`src/rtl/uart_apb_sequencer.sv`:
```
// uart_apb_sequencer
//   APB3 master that owns a single CoreUART slave. After reset, and again on
//   request, it writes the UART control registers. It then polls STATUS and,
//   depending on what that read returns, drains one RX byte or forwards one TX
//   byte from whichever of the two requesters wins round-robin arbitration.
//
// Ports
//   PCLK, aresetn          clock, asynchronous active-low reset
//   cfg_*                  configuration values; cfg_load requests a reconfiguration
//   cfg_done               configuration complete
//   tx{0,1}_data/valid     requester bytes; tx{0,1}_ready pulses on acceptance
//   rx_data/rx_valid       received byte, cleared by rx_ready
//   m_p*                   APB3 master interface to the UART (m_pslverr is ignored)
//   err_parity/framing/overflow  sticky UART error flags; err_clr clears them
//
// State  | meaning
// -------+-----------------------------------------------------------
// C1     | write baud low byte to CTRL1
// C2     | write baud high bits and frame format to CTRL2
// C3     | write fractional baud to CTRL3 (only when FRAC_EN=1)
// POLL   | read STATUS and choose the next operation
// RXRD   | read RXDATA into rx_data
// TXWR   | write the granted requester byte to TXDATA
//
// Every operation runs through three phases: IDLE (psel low), SETUP and
// ACCESS. IDLE is the mandatory gap after each completed transfer.

module uart_apb_sequencer #(
    parameter bit FRAC_EN = 1'b0,
    parameter bit RX_EN   = 1'b1
) (
    input  logic        PCLK,
    input  logic        aresetn,
    input  logic [12:0] cfg_baud,
    input  logic [2:0]  cfg_frac,
    input  logic        cfg_bit8,
    input  logic        cfg_parity_en,
    input  logic        cfg_odd_n_even,
    input  logic        cfg_load,
    output logic        cfg_done,
    input  logic [7:0]  tx0_data,
    input  logic        tx0_valid,
    output logic        tx0_ready,
    input  logic [7:0]  tx1_data,
    input  logic        tx1_valid,
    output logic        tx1_ready,
    output logic [7:0]  rx_data,
    output logic        rx_valid,
    input  logic        rx_ready,
    output logic [4:0]  m_paddr,
    output logic        m_psel,
    output logic        m_penable,
    output logic        m_pwrite,
    output logic [7:0]  m_pwdata,
    input  logic [7:0]  m_prdata,
    input  logic        m_pready,
    input  logic        m_pslverr,
    output logic        err_parity,
    output logic        err_framing,
    output logic        err_overflow,
    input  logic        err_clr
);

    localparam logic [4:0] ADDR_TXDATA = 5'h00;
    localparam logic [4:0] ADDR_RXDATA = 5'h04;
    localparam logic [4:0] ADDR_CTRL1  = 5'h08;
    localparam logic [4:0] ADDR_CTRL2  = 5'h0C;
    localparam logic [4:0] ADDR_STATUS = 5'h10;
    localparam logic [4:0] ADDR_CTRL3  = 5'h14;

    typedef enum logic [2:0] {
        ST_C1, ST_C2, ST_C3, ST_POLL, ST_RXRD, ST_TXWR
    } state_t;

    typedef enum logic [1:0] {
        PH_IDLE, PH_SETUP, PH_ACCESS
    } phase_t;

    state_t state;
    phase_t phase;
    logic   cfg_pend;
    logic   rr_last;     // requester that won the previous TX write
    logic   grant;       // requester owning the TX write in flight
    logic   xfer_done;
    logic   win1;
    logic   unused_inputs;

    assign xfer_done     = (phase == PH_ACCESS) && m_pready;
    // With both requesters valid, the one that did not win last time goes next.
    assign win1          = tx1_valid && (!tx0_valid || !rr_last);
    // Ready must coincide with the completion cycle, so it cannot be registered.
    assign tx0_ready     = xfer_done && (state == ST_TXWR) && !grant;
    assign tx1_ready     = xfer_done && (state == ST_TXWR) && grant;
    assign unused_inputs = m_pslverr;

    always_ff @(posedge PCLK or negedge aresetn) begin
        if (!aresetn) begin
            state        <= ST_C1;
            phase        <= PH_IDLE;
            cfg_pend     <= 1'b0;
            cfg_done     <= 1'b0;
            rr_last      <= 1'b1;
            grant        <= 1'b0;
            rx_data      <= 8'h00;
            rx_valid     <= 1'b0;
            m_paddr      <= 5'h00;
            m_psel       <= 1'b0;
            m_penable    <= 1'b0;
            m_pwrite     <= 1'b0;
            m_pwdata     <= 8'h00;
            err_parity   <= 1'b0;
            err_framing  <= 1'b0;
            err_overflow <= 1'b0;
        end else begin
            if (rx_valid && rx_ready)
                rx_valid <= 1'b0;

            case (phase)
                PH_IDLE: begin
                    m_psel <= 1'b1;
                    phase  <= PH_SETUP;
                    case (state)
                        ST_C1: begin
                            m_paddr  <= ADDR_CTRL1;
                            m_pwrite <= 1'b1;
                            m_pwdata <= cfg_baud[7:0];
                        end
                        ST_C2: begin
                            m_paddr  <= ADDR_CTRL2;
                            m_pwrite <= 1'b1;
                            m_pwdata <= {cfg_baud[12:8], cfg_odd_n_even, cfg_parity_en, cfg_bit8};
                        end
                        ST_C3: begin
                            m_paddr  <= ADDR_CTRL3;
                            m_pwrite <= 1'b1;
                            m_pwdata <= {5'b00000, cfg_frac};
                        end
                        ST_RXRD: begin
                            m_paddr  <= ADDR_RXDATA;
                            m_pwrite <= 1'b0;
                            m_pwdata <= 8'h00;
                        end
                        ST_TXWR: begin
                            m_paddr  <= ADDR_TXDATA;
                            m_pwrite <= 1'b1;
                            grant    <= win1;
                            m_pwdata <= win1 ? tx1_data : tx0_data;
                        end
                        default: begin
                            m_paddr  <= ADDR_STATUS;
                            m_pwrite <= 1'b0;
                            m_pwdata <= 8'h00;
                        end
                    endcase
                end

                PH_SETUP: begin
                    m_penable <= 1'b1;
                    phase     <= PH_ACCESS;
                end

                default: begin
                    if (m_pready) begin
                        m_psel    <= 1'b0;
                        m_penable <= 1'b0;
                        phase     <= PH_IDLE;
                        case (state)
                            ST_C1: state <= ST_C2;
                            ST_C2: begin
                                state <= FRAC_EN ? ST_C3 : ST_POLL;
                                if (!FRAC_EN)
                                    cfg_done <= 1'b1;
                            end
                            ST_C3: begin
                                state    <= ST_POLL;
                                cfg_done <= 1'b1;
                            end
                            ST_POLL: begin
                                err_parity   <= err_parity   | m_prdata[2];
                                err_overflow <= err_overflow | m_prdata[3];
                                err_framing  <= err_framing  | m_prdata[4];
                                if (cfg_pend) begin
                                    state    <= ST_C1;
                                    cfg_pend <= 1'b0;
                                end else if (RX_EN && m_prdata[1] && !rx_valid) begin
                                    state <= ST_RXRD;
                                end else if (m_prdata[0] && (tx0_valid || tx1_valid)) begin
                                    state <= ST_TXWR;
                                end
                            end
                            ST_RXRD: begin
                                rx_data  <= m_prdata;
                                rx_valid <= 1'b1;
                                state    <= ST_POLL;
                            end
                            ST_TXWR: begin
                                rr_last <= grant;
                                state   <= ST_POLL;
                            end
                            default: state <= ST_C1;
                        endcase
                    end
                end
            endcase

            // Clear beats a same-cycle set from a STATUS read.
            if (err_clr) begin
                err_parity   <= 1'b0;
                err_framing  <= 1'b0;
                err_overflow <= 1'b0;
            end

            // A new request always wins, even over a completion that would set cfg_done.
            if (cfg_load) begin
                cfg_pend <= 1'b1;
                cfg_done <= 1'b0;
            end
        end
    end

endmodule

```
`config.mk`:
```
export PLATFORM = sky130hd
export DESIGN_NAME = uart_apb_sequencer
export DESIGN_NICKNAME = d
export VERILOG_FILES = /design/src/rtl/uart_apb_sequencer.sv
export SDC_FILE = /design/constraint.sdc
export NUM_CORES = 1
export LEC_CHECK = 0
export CAP_MARGIN = 20
export CORE_AREA = 2 2 72 74
export CTS_CLUSTER_SIZE = 40
export DETAILED_ROUTE_END_ITERATION = 10
export DIE_AREA = 0 0 74 76
export GPL_TIMING_DRIVEN = 0
export PLACE_DENSITY_LB_ADDON = 0.08
export SLEW_MARGIN = 20
export SYNTH_ARGS = -nofsm -noshare
export SYNTH_HDL_FRONTEND = slang
export SYNTH_SLANG_ARGS = --single-unit
```
`constraint.sdc`:
```
create_clock -name PCLK -period 1.6 [get_ports PCLK]
set_input_delay 0.24 -clock PCLK [delete_from_list [all_inputs] [get_ports PCLK]]
set_output_delay 0.24 -clock PCLK [all_outputs]
set_load 0.02 [all_outputs]
```
# --- Word level (Yosys, flattened, before mapping) ---
# Cells that the tools add are included.
word_totals:
  regBits: 37
  in_bits: 52
  elab_cells: 106
classes:
  eq_ne: 10
  mux: 37
  bitwise_logic: 6
  reduce_logical: 37
ops:
  columns: ["op", "n"]
  rows:
  - ["8-bit one-hot mux with 4 select lines", 1]
  - ["1-bit 2-to-1 mux", 26]
  - ["5-bit one-hot mux with 5 select lines", 1]
  - ["3-bit AND reduction", 6]
  - ["2-bit nonzero test", 7]
  - ["3-bit 2-to-1 mux", 3]
  - ["3-bit one-hot mux with 3 select lines", 1]
  - ["1-bit logical AND", 8]
  - ["8-bit 2-to-1 mux", 1]
  - ["4-bit OR reduction", 2]
  - ["3-bit by 2-bit equality test with 1-bit output, second input constant", 2]
  - ["3-bit equality test, second input constant", 2]
  - ["2-bit AND reduction", 3]
  - ["1-bit zero test", 4]
  - ["2-bit by 1-bit inequality test with 1-bit output, second input constant", 2]
  - ["4-bit inequality test, second input constant", 1]
  - ["1-bit one-hot mux with 2 select lines", 2]
  - ["2-bit one-hot mux with 2 select lines", 1]
  - ["2-bit OR reduction", 2]
  - ["3-bit by 1-bit equality test with 1-bit output, second input constant", 1]
  - ["3-bit zero test", 1]
  - ["1-bit inverter", 3]
  - ["1-bit bitwise OR", 3]
  - ["3-bit nonzero test", 1]
  - ["5 further kinds", 6]

# --- Longest topological paths before layout ---
depth:
  ltp_word: 6
  ltp_mapped: 5
  ltp_nobuf: 4

# --- Least setup slack after synthesis ---
# Ideal clock, no wire load.
synth_timing:
  kind: "register -> register"
  start: "reg phase[0]"
  end: "reg grant"
  arrival_time_ns: 1.452
  t_required_ns: 1.475
  slack_ns: 0.023
  path_stages_with_launch: 6
  n_path_buf: 2
  synth_period_minus_slack_ns: 1.577
  path_cell_list: "dfrtp_1 -> or2_1 -> clkbuf_1 -> or3_1 -> buf_2 -> mux2_4"
synth_via:
  elab_chain_cells: 2
synth_lines:
  columns: ["element", "line_no", "rtl"]
  rows:
  - ["start, declared", "80", "phase_t phase;"]
  - ["start signal, assigned", "99", "phase <= PH_IDLE;"]
  - ["start signal, assigned", "121", "phase <= PH_SETUP;"]
  - ["start signal, assigned", "159", "phase <= PH_ACCESS;"]
  - ["2-bit zero test", "118", "case (phase)"]
  - ["2-bit AND reduction (no line)", null, null]
  - ["end signal, assigned", "146", "grant <= win1;"]
  - ["end, declared", "83", "logic grant;"]
# No other way between the ends.
# A chain may end at the register's enable or synchronous reset.

# --- Final worst setup path ---
layout_timing:
  start: "reg phase[0]"
  end: "out tx0_ready"
layout_via:
  elab_chain_cells: 4
layout_lines:
  columns: ["element", "line_no", "rtl"]
  rows:
  - ["2-bit equality test", "88", "assign xfer_done = (phase == PH_ACCESS) && m_pready;"]
  - ["1-bit logical AND", "88", null]
  - ["1-bit logical AND (2 in series)", "92", "assign tx0_ready = xfer_done && (state == ST_TXWR) && !grant;"]
  - ["end, declared", "43", "output logic tx0_ready,"]
# No other way between the ends.

==> impl_metrics.tcl <==
set metrics [dict create \
    status "complete, but fails checks" \
    violations "setup timing" \
    dp.cells 309 \
    tns_ps -100.3 \
    ir_drop_mv 0.7198 \
    die_area_um2 5624 \
    yosysTopAreaCellShare_pct 49.24 \
    crit_path_start_kind "flop" \
    clk_pin_slew_ps 70 \
    cts_sinks 35 \
    grt_overflow_total 0 \
    cp_top_family "simple AND/OR/NAND/NOR gates" \
    grt_pass1_wl_um 7238 \
    avgViaCountPerCell 4.765 \
    cp_slowest_cell "dfrtp_1" \
    setup_viol 3 \
    numCtsBuffers 5 \
    hp-class "primary input to async pin" \
    ys_warn_count 0 \
    tightest_slew_ps 564.1 \
    cp_common_cell "buf_6" \
    vias 1544 \
    num-fill-cells 436 \
    leakage_nw 1.283 \
    fin_crit_ps 1659 \
    synth_most_common_cell "dfrtp_1" \
    cp.required_ps 1360 \
    synthDistinctLibCells 37 \
    slowest_delay_ps 410 \
    cts_tree "built" \
    synth_area_leaders "dfrtp_1, mux2i_1, mux2_4" \
    cp_max_fo 3 \
    die_height_um 76 \
    setup_ws_ps -59.19 \
    grt.total_usage_pct 16.48 \
    io_pins 83 \
    insertion_delay_ps 280 \
    period_share_pct 103.7 \
    clockBufferDepth 2 \
    postRouteAntennaNets 0 \
    end_kind "output pin" \
    clock.fmax_mhz 602.7 \
    ys_async_sr_fraction_pct 100.0 \
    ys_ff_latch 35 \
    rows 26 \
    grt_max_degree 24 \
    power_mw 4.037 \
    place_congestion 0.7751 \
    diodes 0 \
    critical_path_class "flop to output pin" \
    syn_inst 158 \
    core_um2 4912 \
    slew_violations 0 \
    first_iter_violations 74 \
    final_nets 305 \
    synth_ff_type "dfrtp_1" \
    detail_route.wl_per_cell_um 14.00 \
    drv_cap 0 \
    synth_edf_count 0 \
    power_density_nw_per_um2 1418 \
    stdcell_count 324 \
    drive_above_1_share_pct 18.90 \
    final_core_util_pct 57.95 \
    grt_pass1_vias 1543 \
    rsz0062_at_grt "yes" \
    hpwlAfterDp_um 3211 \
    hold_viol 0 \
    drcViolationCount 0 \
    synthesis.area_um2 1728 \
    holdWs_ps 398.1 \
    path_cells "buf_6, nor4_4, nor2b_4, buf_6" \
    dr.pass1.iters 4 \
    synth.avg_cell_area_um2 10.94 \
    yosysTopAreaCell "dfrtp_1" \
    die_x_um 74 \
    wirelength_um 4535 \
    ctsRootBufferMaster "clkbuf_8" \
    slew_headroom_pct 62.10 \
    worst-endpoint-arrival_ps 1420 \
    cts-htree-levels 2 \
    synth_commonest_cells "dfrtp_1, mux2i_1, nand2_1, nor2_1" \
    initial_utilization_pct 35.18 \
    area_delta_synth_final_pct 64.74 \
    path_buf_inv 2 \
    antenna_found_initial 0 \
    finClkSkew_ps 3.562 \
    portBuffers 79 \
    synth_seq_area_share_pct 50.76 \
]
-- area by class of cell --
| class | instances | area (um2) | area share (%) |
|---|---|---|---|
| clock buffer | 7 | 76.32 | 2.681 |
| clock inverter | 1 | 5.005 | 0.1758 |
| timing repair buffer | 89 | 892.1 | 31.34 |
| buffer | 10 | 82.58 | 2.901 |
| multi-input combinational | 108 | 809.5 | 28.44 |
| sequential | 35 | 878.3 | 30.86 |
| tap | 70 | 87.58 | 3.077 |
| inverter | 4 | 15.01 | 0.5275 |
-- logic make-up (layout without fill, tap and decap cells) --
group,count (synthesis),in the layout,share of synthesized area [%]
AO/OA/AOI/OAI,35,35,13.18
XOR/XNOR,1,1,0.5070
buffers and inverters,17,111,5.213
flip-flops,35,35,50.76
multiplexers,27,27,18.39
other,1,2,0.2170
AND/OR/NAND/NOR,42,43,11.73
-- worst reg2reg max path: cells and delay by family (launching register included) --
family	cells	cell delay [ps]
buffers and inverters	1	150
DFF	1	410
muxes	1	290
and+or+nand+nor	2	630
-- repair_timing --
item / in CTS / in global routing
hold endpoints to repair: 12 / 0
gates resized for setup: 29 / 6
pin swaps: 1 / 1
hold buffers: 1 / 0
gates cloned: 1 / 0
setup endpoints to repair: 19 / 19
buffers inserted: 5 / 3
-- worst paths after layout --
kind                                   startpoint                     end  slack (ps)  cells past startpoint
min in group PCLK                        m_pready   m_penable$_DFFE_PN0P_         400                      2
min reg2reg                m_paddr[3]$_DFFE_PN0P_  m_paddr[3]$_DFFE_PN0P_         480                      2
min                                       aresetn  rx_data[2]$_DFFE_PN0P_         400                      2
max reg2reg                  phase[0]$_DFFE_PN0P_       grant$_DFFE_PN0P_           0                      4
max in group asynchronous                 aresetn     rr_last$_DFFE_PN1P_         690                      3
max                          phase[0]$_DFFE_PN0P_               tx0_ready         -60                      4
-- sequential cells by signal, summed over array words and instances (netlist names), 2 cells and up --
register,cells
m_paddr,3
m_pwdata,8
phase,2
rx_data,8
state,3
-- through the flow --
stage / setup slack, ps / instance area (um2)
final: -59.19 / 2846
after global routing: -131.9 / 2846
after CTS: -67.29 / 2810
after detailed placement: -793.1 / 2633
after global placement: -757.6 / 2610
after floorplan: 23.27 / 1732
-- report_power, final --
group | switching [mW] | internal [mW] | leakage [nW] | total [mW]
combinational | 1.02 | 1.04 | 0.793 | 2.07
sequential | 0.183 | 1.17 | 0.448 | 1.35
clock | 0.311 | 0.306 | 0.0422 | 0.616
-- cell usage in the layout, fill, tap and decap left out, types with 2 or more instances in the layout --
cell type	synthesis	routed
mux2_4	9	9
clkdlybuf4s50_1	0	75
mux2_2	2	2
o221ai_1	5	5
and2_1	3	3
mux2i_1	16	16
dfrtp_1	34	33
clkbuf_2	0	2
nor2_1	10	10
inv_1	3	3
nor2b_1	3	2
nor3_1	2	2
a21oi_1	7	7
clkbuf_1	4	3
a221oi_1	3	3
conb_1	1	2
buf_6	2	7
buf_4	2	8
o21ai_0	9	9
buf_2	3	2
a31oi_1	3	3
or4_4	1	2
o22ai_1	4	4
nand2_1	16	15
clkbuf_8	0	5
-- metal layers --
metal	track usage, %	up-vias	share of wire [%]
li1	-	750	-
met1	22.23	737	45
met2	25.36	51	47
met3	6.085	6	6.8
met4	3.273	0	1.2
met5	0	-	0
Power figures use the tool's default switching activity.
